**src/rtl/seven_seg_pkg.sv**
```systemverilog
// seven_seg_pkg: shared constants and types for the seven-segment capture block.
//   - SEG_GLYPH_0..SEG_GLYPH_9 : legal glyphs, bit order {a,b,c,d,e,f,g}, 1 = lit
//   - BCD_INVALID              : value reported for an unrecognised glyph
//   - cap_state_e              : frame output FSM states
package seven_seg_pkg;

   localparam logic [6:0] SEG_GLYPH_0 = 7'h7E;
   localparam logic [6:0] SEG_GLYPH_1 = 7'h30;
   localparam logic [6:0] SEG_GLYPH_2 = 7'h6D;
   localparam logic [6:0] SEG_GLYPH_3 = 7'h79;
   localparam logic [6:0] SEG_GLYPH_4 = 7'h33;
   localparam logic [6:0] SEG_GLYPH_5 = 7'h5B;
   localparam logic [6:0] SEG_GLYPH_6 = 7'h5F;
   localparam logic [6:0] SEG_GLYPH_7 = 7'h70;
   localparam logic [6:0] SEG_GLYPH_8 = 7'h7F;
   localparam logic [6:0] SEG_GLYPH_9 = 7'h7B;

   localparam logic [3:0] BCD_INVALID = 4'hF;

   typedef enum logic {
      EMPTY,
      FULL
   } cap_state_e;

endpackage

```
**src/rtl/seven_seg_glyph_decode.sv**
```systemverilog
// seven_seg_glyph_decode: combinational inverse of the BCD-to-seven-segment driver.
// Ports:
//   glyph [6:0] in  : segment pattern {a,b,c,d,e,f,g}, active-high
//   bcd   [3:0] out : decoded digit 0-9, BCD_INVALID for any other pattern
//   err         out : 1 when glyph is not one of the ten legal digit glyphs
module seven_seg_glyph_decode
   import seven_seg_pkg::*;
(
   input  logic [6:0] glyph,
   output logic [3:0] bcd,
   output logic       err
);

   always_comb begin
      bcd = BCD_INVALID;
      err = 1'b0;
      case (glyph)
         SEG_GLYPH_0: bcd = 4'd0;
         SEG_GLYPH_1: bcd = 4'd1;
         SEG_GLYPH_2: bcd = 4'd2;
         SEG_GLYPH_3: bcd = 4'd3;
         SEG_GLYPH_4: bcd = 4'd4;
         SEG_GLYPH_5: bcd = 4'd5;
         SEG_GLYPH_6: bcd = 4'd6;
         SEG_GLYPH_7: bcd = 4'd7;
         SEG_GLYPH_8: bcd = 4'd8;
         SEG_GLYPH_9: bcd = 4'd9;
         default:     err = 1'b1;
      endcase
   end

endmodule

```
**src/rtl/seven_seg_capture.sv**
```systemverilog
// seven_seg_capture: samples a time-multiplexed seven-segment bus, qualifies each digit
// for stability, decodes it back to BCD and presents full frames on a valid/ready port.
// Optional build macro SEG_ACTIVE_LOW_EN: seg_in and dig_sel are inverted at the input
// (common-anode display); all-ones dig_sel is then the blanking state.
// Ports:
//   clk                          in  : clock, rising edge
//   reset                        in  : asynchronous active-high reset
//   seg_in      [6:0]            in  : segments {a,b,c,d,e,f,g}
//   dig_sel     [NUM_DIGITS-1:0] in  : one-hot digit select
//   frame_ready                  in  : consumer accepts frame
//   frame_valid                  out : frame available
//   frame_bcd   [4*NUM_DIGITS-1:0] out : digit i in bits [4i+3:4i]
//   frame_err   [NUM_DIGITS-1:0] out : bit i = digit i was not a legal glyph
//   overrun                      out : one-cycle pulse, a completed frame was dropped
module seven_seg_capture
   import seven_seg_pkg::*;
#(
   parameter int unsigned NUM_DIGITS    = 4,
   parameter int unsigned STABLE_CYCLES = 4
) (
   input  logic                    clk,
   input  logic                    reset,
   input  logic [6:0]              seg_in,
   input  logic [NUM_DIGITS-1:0]   dig_sel,
   input  logic                    frame_ready,
   output logic                    frame_valid,
   output logic [4*NUM_DIGITS-1:0] frame_bcd,
   output logic [NUM_DIGITS-1:0]   frame_err,
   output logic                    overrun
);

   localparam int unsigned CW = $clog2(STABLE_CYCLES + 1);
   localparam int unsigned IW = (NUM_DIGITS > 1) ? $clog2(NUM_DIGITS) : 1;
   localparam int unsigned SW = 7 + NUM_DIGITS;
   localparam logic [CW-1:0] STABLE_MAX = CW'(STABLE_CYCLES);

   // Input boundary polarity
   logic [6:0]            seg_s;
   logic [NUM_DIGITS-1:0] sel_s;

`ifdef SEG_ACTIVE_LOW_EN
   assign seg_s = ~seg_in;
   assign sel_s = ~dig_sel;
`else
   assign seg_s = seg_in;
   assign sel_s = dig_sel;
`endif

   // Stability qualification
   logic [SW-1:0] sample_q;
   logic [CW-1:0] cnt_q, cnt_d;
   logic          one_hot, same, capture;

   assign one_hot = $onehot(sel_s);
   assign same    = ({seg_s, sel_s} == sample_q);

   always_comb begin
      cnt_d   = '0;
      capture = 1'b0;
      if (one_hot) begin
         if (same) begin
            cnt_d = (cnt_q == STABLE_MAX) ? cnt_q : cnt_q + CW'(1);
         end else begin
            cnt_d = CW'(1);
         end
         // Capture only on arrival at the threshold, not while sitting saturated.
         // A fresh sample with STABLE_CYCLES=1 arrives at 1 even if cnt_q was already 1.
         capture = (cnt_d == STABLE_MAX) && !(same && (cnt_q == STABLE_MAX));
      end
   end

   // Slot index from the one-hot select
   logic [IW-1:0] idx;

   always_comb begin
      idx = '0;
      for (int i = 0; i < NUM_DIGITS; i++) begin
         if (sel_s[i]) idx = IW'(i);
      end
   end

   logic [3:0] dec_bcd;
   logic       dec_err;

   seven_seg_glyph_decode u_decode (
      .glyph (seg_s),
      .bcd   (dec_bcd),
      .err   (dec_err)
   );

   // Per-slot collection
   logic [4*NUM_DIGITS-1:0] slot_bcd_q, slot_bcd_d;
   logic [NUM_DIGITS-1:0]   slot_err_q, slot_err_d;
   logic [NUM_DIGITS-1:0]   cap_q, cap_d, cap_set;
   logic                    complete;

   always_comb begin
      slot_bcd_d = slot_bcd_q;
      slot_err_d = slot_err_q;
      cap_set    = cap_q;
      if (capture) begin
         slot_bcd_d[4*idx +: 4] = dec_bcd;
         slot_err_d[idx]        = dec_err;
         cap_set                = cap_q | sel_s;
      end
      complete = &cap_set;
      // Clear on completion so the next frame starts collecting immediately
      cap_d    = complete ? '0 : cap_set;
   end

   // Frame output FSM
   cap_state_e              state_q, state_d;
   logic [4*NUM_DIGITS-1:0] out_bcd_q, out_bcd_d;
   logic [NUM_DIGITS-1:0]   out_err_q, out_err_d;
   logic                    overrun_q, overrun_d;
   logic                    load;

   always_comb begin
      state_d   = state_q;
      load      = 1'b0;
      overrun_d = 1'b0;
      case (state_q)
         EMPTY: begin
            if (complete) begin
               load    = 1'b1;
               state_d = FULL;
            end
         end
         FULL: begin
            if (frame_ready) begin
               if (complete) begin
                  load = 1'b1;
               end else begin
                  state_d = EMPTY;
               end
            end else if (complete) begin
               overrun_d = 1'b1;
            end
         end
         default: state_d = EMPTY;
      endcase
      out_bcd_d = load ? slot_bcd_d : out_bcd_q;
      out_err_d = load ? slot_err_d : out_err_q;
   end

   always_ff @(posedge clk or posedge reset) begin
      if (reset) begin
         sample_q   <= '0;
         cnt_q      <= '0;
         slot_bcd_q <= '0;
         slot_err_q <= '0;
         cap_q      <= '0;
         state_q    <= EMPTY;
         out_bcd_q  <= '0;
         out_err_q  <= '0;
         overrun_q  <= 1'b0;
      end else begin
         sample_q   <= {seg_s, sel_s};
         cnt_q      <= cnt_d;
         slot_bcd_q <= slot_bcd_d;
         slot_err_q <= slot_err_d;
         cap_q      <= cap_d;
         state_q    <= state_d;
         out_bcd_q  <= out_bcd_d;
         out_err_q  <= out_err_d;
         overrun_q  <= overrun_d;
      end
   end

   assign frame_valid = (state_q == FULL);
   assign frame_bcd   = out_bcd_q;
   assign frame_err   = out_err_q;
   assign overrun     = overrun_q;

endmodule
```
**config.mk**
```make
export PLATFORM = sky130hd
export DESIGN_NAME = seven_seg_capture
export DESIGN_NICKNAME = d
export VERILOG_FILES = /design/src/rtl/seven_seg_pkg.sv /design/src/rtl/seven_seg_glyph_decode.sv /design/src/rtl/seven_seg_capture.sv
export SDC_FILE = /design/constraint.sdc
export NUM_CORES = 1
export LEC_CHECK = 0
export CORE_ASPECT_RATIO = 0.8
export CORE_MARGIN = 2
export CORE_UTILIZATION = 49
export CTS_CLUSTER_DIAMETER = 60
export DETAILED_ROUTE_END_ITERATION = 10
export GPL_ROUTABILITY_DRIVEN = 0
export GPL_TIMING_DRIVEN = 0
export MAX_ROUTING_LAYER = met4
export PLACE_DENSITY = 0.71
export SYNTH_ARGS = -nofsm -noshare
export SYNTH_HDL_FRONTEND = slang
export SYNTH_SLANG_ARGS = --single-unit
```
**constraint.sdc**
```tcl
create_clock -name clk -period 2.24 [get_ports clk]
set_input_delay 0.224 -clock clk [delete_from_list [all_inputs] [get_ports clk]]
set_output_delay 0.224 -clock clk [all_outputs]
set_load 0.005 [all_outputs]
```
==> results.md, run 1 <==
Outcome:
- The flow ran to the end, but the final reports show violations.
- The final reports fail on negative setup slack.

Cells and area:
- The layout overhead on the synthesized area is 42.38%.
- The total area of multi-input combinational cells is 1536 um^2.
- The final layout contains 327 nets.
- The ratio of cells with drive above 1 in the final layout is 38.31%.
- The share of the core filled with cells in the final layout is 72.75%.
- The number of fillers in the final layout is 370.
- Across the whole layout, storage elements account for 1501 um^2.
- The repair_antennas step left the layout with diodes totalling 0.

Worst setup path:
- The critical path required time is 2.46 ns.
- The highest fanout seen on the critical path is 10.
- For this design, the slowest cell found on the critical path is fa_1.
- In this run the worst setup path begins at dig_sel[0].
- STA classifies the critical path endpoint as a flip-flop.
- Traced cell by cell, the critical path runs through buf_12 > inv_8 > fa_1 > inv_1 > ha_2 > ha_4 > nor2_4 > nand2_2 > nor3_4 > a41oi_2 > nor4_4 > nand2_2 > buf_8 > mux2_1.
- The endpoint of the most critical register-to-register path is frame_bcd[0].
- The critical path contains buffers and inverters numbering 4 combined.
- The worst reg2reg path depth is 11.
- In this design, the stage delay of the slowest critical-path cell is 0.52 ns.
- The launch instance of the worst register-to-register path is cnt_q[0].
- The startpoint type of the worst setup path is a primary input.
- In this run the number of cells on the critical path is 14.
- The worst register-to-register path has a setup slack of -0.39 ns.
- The most critical setup path has its endpoint at frame_bcd[0].
- The cell family contributing the most delay on the critical path is adder cells.
- Counting stages on the worst path, the most repeated cell is nand2_2.
- The critical path arrival is 2.89 ns.
- The worst setup path is of the primary input to flip-flop kind.

Global route:
- The number of antenna violations at the first check in global routing is 0.
- Entering global routing, the biggest net connects 42 pins.
- The via count of the first global-routing pass came to 2,068.
- The remaining global-route overflow is 0.
- The global-route wire length before repair is 10,180 um.
- In the global route stage, overall resource usage came out at 22.34%.

Pwr:
- The analysis attributes to cell leakage a power of 1.842 nW.
- The total power draw is 2.410 mW.
- VDD sags by at most 0.5032 mV.
- Power spread over the standard cell area amounts to 602.7 nW/um^2.

Yosys:
- Dividing the synthesized area by the synthesized cell count gives 11.70 um^2.
- The share of flip-flops with an asynchronous set or reset after synthesis is 100.0%.
- For this run, the register share of the synthesized area comes to 53.48%.
- In this run the cell area of the synthesized design comes to 2808 um^2.
- The share of synthesized area in the top cell type comes to 53.48%.
- After synthesis the netlist holds a flip-flop and latch count of 60.
- For this run, the leading register cell type out of synthesis is dfrtp_1.
- The largest area contributor in the netlist is dfrtp_1.
- For this run, the number of Yosys warnings is 0.
- Ranked by total cell area, the synthesized netlist is headed by dfrtp_1 53%, mux2_4 5.3%, ha_1 4.0%.
- The gate count of the mapped netlist is 240.
- The total nets after synthesis is 264.
- The synthesized netlist contains 40 unique library cells.
- In the synthesized netlist, the cells that appear most often are 60 x dfrtp_1, 27 x nand2_1, 17 x o21ai_0.
- The synthesized design contains 0 enable-type register cells.
- The most used standard cell by instance count after synthesis is dfrtp_1.

Clock tree:
- Clock latency on the worst-skew pair, taken at its later pin, is 0.34 ns.
- The clock passes through at most 2 buffers.
- In this run, CTS created clock tree buffers numbering 9.
- In this run the number of H-tree levels came out at 3.
- Counting every sink on the clock net gives 60.
- The tree is rooted in a clkbuf_8.
- The clock-pin slew of the registers on the worst-case setup and hold paths is 0.06 ns.
- TritonCTS built the clock tree.

Routing:
- Once detail routing completed, the nets flagged for antenna violations numbered 0.
- The met1 routed wirelength after detailed routing is 3069 um.
- In the routed design, unresolved DRC markers number 0.
- Wires add up to 6447 um.
- Dividing the detail-routed wire length by the instance count gives 16.70 um.
- The first TritonRoute pass finished after 4 iterations.
- The routed design uses 3005 um of met2 wire.
- In this run, the number of DRC markers left after iteration 0 of detailed routing was 88.
- The uppermost layer routed is met4.
- Detailed routing inserted a total of 2,048 vias.
- The total length of routed met3 wires is 271 um.
- The average vias per placed instance is 5.306.

Die:
- The number of primary I/O pins is 36.
- The initial core utilization is 51.09%.
- The height of the chip is 71.71 um.
- The floorplan has 24 rows.
- The area of the placeable core is 5495 um^2.
- The x dimension of the die is 88.63 um.
- The die outline area is 6355 um^2.

STA:
- The worst path uses 119.0% of the clock period.
- The number of hold violations in the final report was 0.
- The summed negative setup slack over all endpoints is -8.690 ns.
- The worst relative slew slack is 56.67%.
- The number of max-slew violations in the final report was 0.
- Across the routed clock network, the largest skew measured is 0.007446 ns.
- Based on the critical path, the design can be clocked at up to 375.2 MHz.
- The total setup violations reported at the end of the flow is 28.
- At the pin with the least slew margin, the transition time is 0.6464 ns.
- The worst hold-check slack is 0.1680 ns.
- Setup repair after global routing could not meet its margin everywhere.
- The routed design could run at a clock period as short as 2.665 ns.
- The minimum setup slack in the final design is -0.4253 ns.

Place:
- Once detailed placement completed, the half-perimeter wirelength came to 3860 um.
- The number of buffers added on ports is 35.

Job:
- The number of max-cap violations is 0.

Worst hold path:
- The kind of path behind the tightest hold check is primary input to flip-flop.
==> sequential cells by signal, summed over array words and instances, names as in the netlist <==
signal       flops
slot_bcd_q      16
frame_err        4
frame_valid      1
cap_q            4
slot_err_q       4
frame_bcd       16
overrun          1
cnt_q            3
sample_q        11
==> how the worst min path moves through the flow <==
stage	start	endpoint	cells past startpoint
2_1_floorplan	dig_sel[0]	sample_q[0]	0
3_3_place_gp	slot_bcd_q[7]	slot_bcd_q[7]	2
3_5_place_dp	slot_bcd_q[8]	slot_bcd_q[8]	2
4_1_cts	dig_sel[3]	sample_q[3]	1
5_1_grt	dig_sel[2]	sample_q[2]	1
6_report	dig_sel[2]	sample_q[2]	1
==> per-stage QoR <==
stage                     instance area, um^2  cells  setup slack (ns)
final                                    3998    386           -0.4253
after global placement                   3306    353            -1.495
after detailed placement                 3326    354            -1.551
after floorplan                          2858    240           -0.6034
after global routing                     3998    386           -0.5004
after CTS                                3869    381           -0.4639
==> layout by cell type, fill, tap and decap left out, types with 3 or more instances in the layout <==
cell	instances
inv_2	3
nor2_1	8
o21ai_2	10
xnor2_1	12
a41oi_2	3
clkbuf_8	9
nand3_2	3
buf_2	3
nor2_2	3
nand3_1	4
o2bb2ai_4	3
buf_12	3
buf_4	12
nand2_2	4
nand2_1	24
mux2_1	3
buf_6	5
clkinv_2	3
ha_1	7
o21ai_1	3
inv_1	8
nand3_4	6
dfrtp_1	60
o21ai_0	3
a21oi_1	5
nor3_1	5
nand3b_1	3
clkdlybuf4s50_1	31
mux2_4	20
==> what timing repair did <==
action | 4_1_cts | 5_1_grt
setup endpoints to repair | 48 | 46
pin swaps | 19 | 9
hold buffers | 0 | 2
resized for setup | 79 | 20
hold endpoints to repair | 0 | 2
setup buffers | 11 | 4
==> cell families (layout without fill, tap and decap cells) <==
group | count (synthesis) | count (layout) | synth area share [%]
AO/OA/AOI/OAI | 33 | 33 | 7.264
buffers and inverters | 19 | 87 | 3.609
XOR/XNOR | 13 | 13 | 4.323
multiplexers | 24 | 24 | 10.96
AND/OR/NAND/NOR | 81 | 81 | 15.64
flip-flops | 60 | 60 | 53.48
adder cells (fa/ha/maj) | 10 | 10 | 4.724
==> final cells by class <==
class                   instances  share of cell area, %
repair buffers                 52                  13.15
flip-flops and latches         60                  37.56
multi-input cells             161                  38.44
inverters                      12                  1.315
plain buffers                   7                  1.721
well taps                      78                  2.441
clock inverters                 7                  2.285
clock buffers                   9                  3.099
==> power by group <==
group | internal, mW | leakage, nW | switching (mW)
registers | 1.10 | 0.812 | 0.00808
clock network | 0.621 | 0.109 | 0.428
logic | 0.105 | 0.921 | 0.151
total | 1.82 | 1.84 | 0.587
==> per-layer routing <==
layer	GRT usage, %	up-vias
met3	8.180	12
met5	-	-
met1	29.73	1024
li1	-	954
met2	32.09	58
met4	6.902	0
No activity file was read; power rests on OpenSTA's default activity.
==> run 2, diff against run 1 <==
Settings changed: CTS_CLUSTER_DIAMETER 60 to 120.
==> results of run 2 <==
No change in the layout: final DEF, timing and power equal those of run 1.
==> run 3, diff against run 2 <==
Settings changed: SKIP_CTS_REPAIR_TIMING from default to 1.
==> run 3 against run 2 <==
  * The run still ends with negative setup slack left
  * Critical path type unchanged
  * Worst setup slack lost 0.15 ns
  * Sequential power is essentially flat
  * Largest power group unchanged
  * First-iteration DRC count grew 53%
  * Clock power is essentially flat
==> results.md, run 3 (synthesized netlist as in run 1, its figures left out) <==
Routing:
- Once detail routing completed, the nets flagged for antenna violations numbered 0.
- The average vias per placed instance is 5.292.
- The number of iterations in the first detailed-routing pass is 4.
- For this block, the routed nets add up to 6275 um of wire.
- The average detailed-routed wire length per instance is 16.34 um.
- For this block, the via count after detailed routing is 2,032.
- In the routed design, unresolved DRC markers number 0.
- The number of violations reported at the end of detailed-routing iteration 0 is 135.

Cells and area:
- The share of the core filled with cells in the final layout is 71.38%.
- The library cells used most frequently in the layout, excluding fill and tap cells, are 60 x dfrtp_1, 31 x clkdlybuf4s50_1, 26 x nand2_1.
- The ratio of cells with drive above 1 in the final layout is 35.95%.
- The number of antenna diodes in the final layout is 0.
- For this run, the post-layout net count is 325.
- The library cell used most frequently in the layout, excluding fill and tap cells, is dfrtp_1.
- The finished layout holds 384 standard cells, fillers aside.
- The area growth from synthesis to layout is 39.71%.

Clock tree:
- The clock reaches the later pin of the worst-skew pair after 0.34 ns.
- After clock tree synthesis, the clock-pin slew on the worst setup and hold paths is 0.07 ns.
- The TritonCTS clock tree is yes.
- The TritonCTS sink count is 60.
- In this run, CTS created clock tree buffers numbering 9.
- In this run the deepest clock path goes through 2 buffers.
- The cell at the root of the clock tree is clkbuf_8.
- The H-tree was split into 3 levels.

STA:
- The number of max-slew violations in the final report came to 0.
- The actual slew at the worst max-slew pin is 0.5671 ns.
- Setup repair after global routing could not meet its margin everywhere.
- The final critical delay including setup and external delays is 2.815 ns.
- Setup violations remaining at the end of the flow were counted as 27.
- The maximum achievable frequency is 355.2 MHz.
- The number of hold violations in the final report is 0.
- Hold is met by 0.02312 ns.
- The minimum setup slack in the final design is -0.5755 ns.
- The worst clock skew is 0.007521 ns.
- Measured against its own limit, the worst slew margin works out to 61.99%.
- Of the available clock period, the critical path in the final layout requires 125.7%.

Worst hold path:
- The kind of path behind the tightest hold check is primary input to flip-flop.
- The hold path startpoint is dig_sel[3].
- The worst min-delay path endpoint is sample_q[3].
- Counting instances, the worst hold path has a depth of 1.

Outcome:
- The checks that failed: negative setup slack.
- The run finished, with violations left.

Worst setup path:
- The setup slack of the worst register-to-register path is -0.56 ns.
- The highest fanout seen on the critical path is 5.
- The critical path capture point type is a flip-flop.
- The startpoint type of the worst setup path is a primary input.
- The worst setup path startpoint is dig_sel[0].
- The worst register-to-register path begins at cnt_q[0].
- The critical path required time is 2.47 ns.
- The critical path arrival is 3.04 ns.
- Measured in cells, the most critical reg-to-reg path has a length of 11.
- The endpoint of the most critical register-to-register path is frame_bcd[2].
- The setup path with the least slack is of type primary input to flip-flop.

Global route:
- Global routing consumed, over all layers together, 20.53% of the routing resources.
- The global-route wire length before repair is 9342 um.
- The remaining global-route overflow is 0.
- The number of antenna violations at the first check in global routing is 0.
- Entering global routing, the biggest net connects 42 pins.
- The via count of the first global-routing pass is 1,934.

Die:
- The floorplan step set the die height to 71.71 um.
- For this configuration, the core starts out at a cell density of 51.09%.
- During I/O placement, the number of pins put on the boundary was 36.
- The floorplan step defined a die boundary enclosing 6355 um^2.
- The x dimension of the die is 88.63 um.
- The region available for standard cell placement spans 5495 um^2.
- The standard-cell row count is 24.

Place:
- The worst setup slack before clock tree synthesis is -1.551 ns.
- The cell count after placement is 354.
- The number of buffers added on ports is 35.
- After legalization and detailed placement, the total HPWL measured 3860 um.

Pwr:
- The peak supply drop is 0.5260 mV.
- The ratio of total power to cell area is 611.6 nW/um^2.
- For this design the static power due to leakage is 1.826 nW.

Job:
- The number of max-cap violations is 0.
-- run 3: per-layer routing --
layer  track usage [%]  up-vias  routed length [um]
met4             6.397        0                  81
met2             28.19       53                2877
met5                 -        -                   0
li1                  -      954                   -
met1             27.89     1017                3023
met3             8.410        8                 293
-- run 3: final cells by class --
class | instances | area (um^2)
clock buffers | 9 | 123.9
repair buffers | 50 | 541.8
fillers | 384 | 1573
flip-flops and latches | 60 | 1501
multi-input cells | 161 | 1438
inverters | 12 | 52.55
plain buffers | 7 | 76.32
clock inverters | 7 | 91.34
well taps | 78 | 97.59
-- run 3: critical path: stages --
cell	delay, ns
buf_12	0.09
inv_8	0.02
fa_1	0.52
inv_1	0.04
ha_2	0.17
ha_4	0.22
nor2_4	0.08
nand2_2	0.07
nor3_4	0.26
buf_6	0.16
a41oi_4	0.12
nor4_4	0.41
nand2_4	0.16
clkbuf_16	0.20
mux2_4	0.30
-- run 3: power breakdown --
part	internal [mW]	switching [mW]	total, mW
Clock	0.621	0.425	1.05
Combinational	0.103	0.146	0.248
Sequential	1.10	0.00848	1.11
-- run 3: worst max path at each step --
stage / end / slack, ns / cells after the start
floorplan: frame_bcd[0] / -0.60 / 13
global placement: frame_bcd[4] / -1.49 / 14
detailed placement: frame_bcd[8] / -1.55 / 14
global route: frame_bcd[3] / -0.65 / 15
finish: frame_bcd[2] / -0.58 / 15
CTS: frame_bcd[8] / -1.20 / 14
-- run 3: per-stage QoR --
| step | total power [mW] | TNS, ns | cell area [um^2] |
|---|---|---|---|
| 2_1_floorplan | 1.259 | -13.42 | 2858 |
| 3_3_place_gp | 1.319 | -87.34 | 3306 |
| 3_5_place_dp | 1.330 | -57.59 | 3326 |
| 4_1_cts | 2.379 | -40.52 | 3541 |
| 5_1_grt | 2.496 | -14.56 | 3923 |
| 6_report | 2.399 | -12.10 | 3923 |
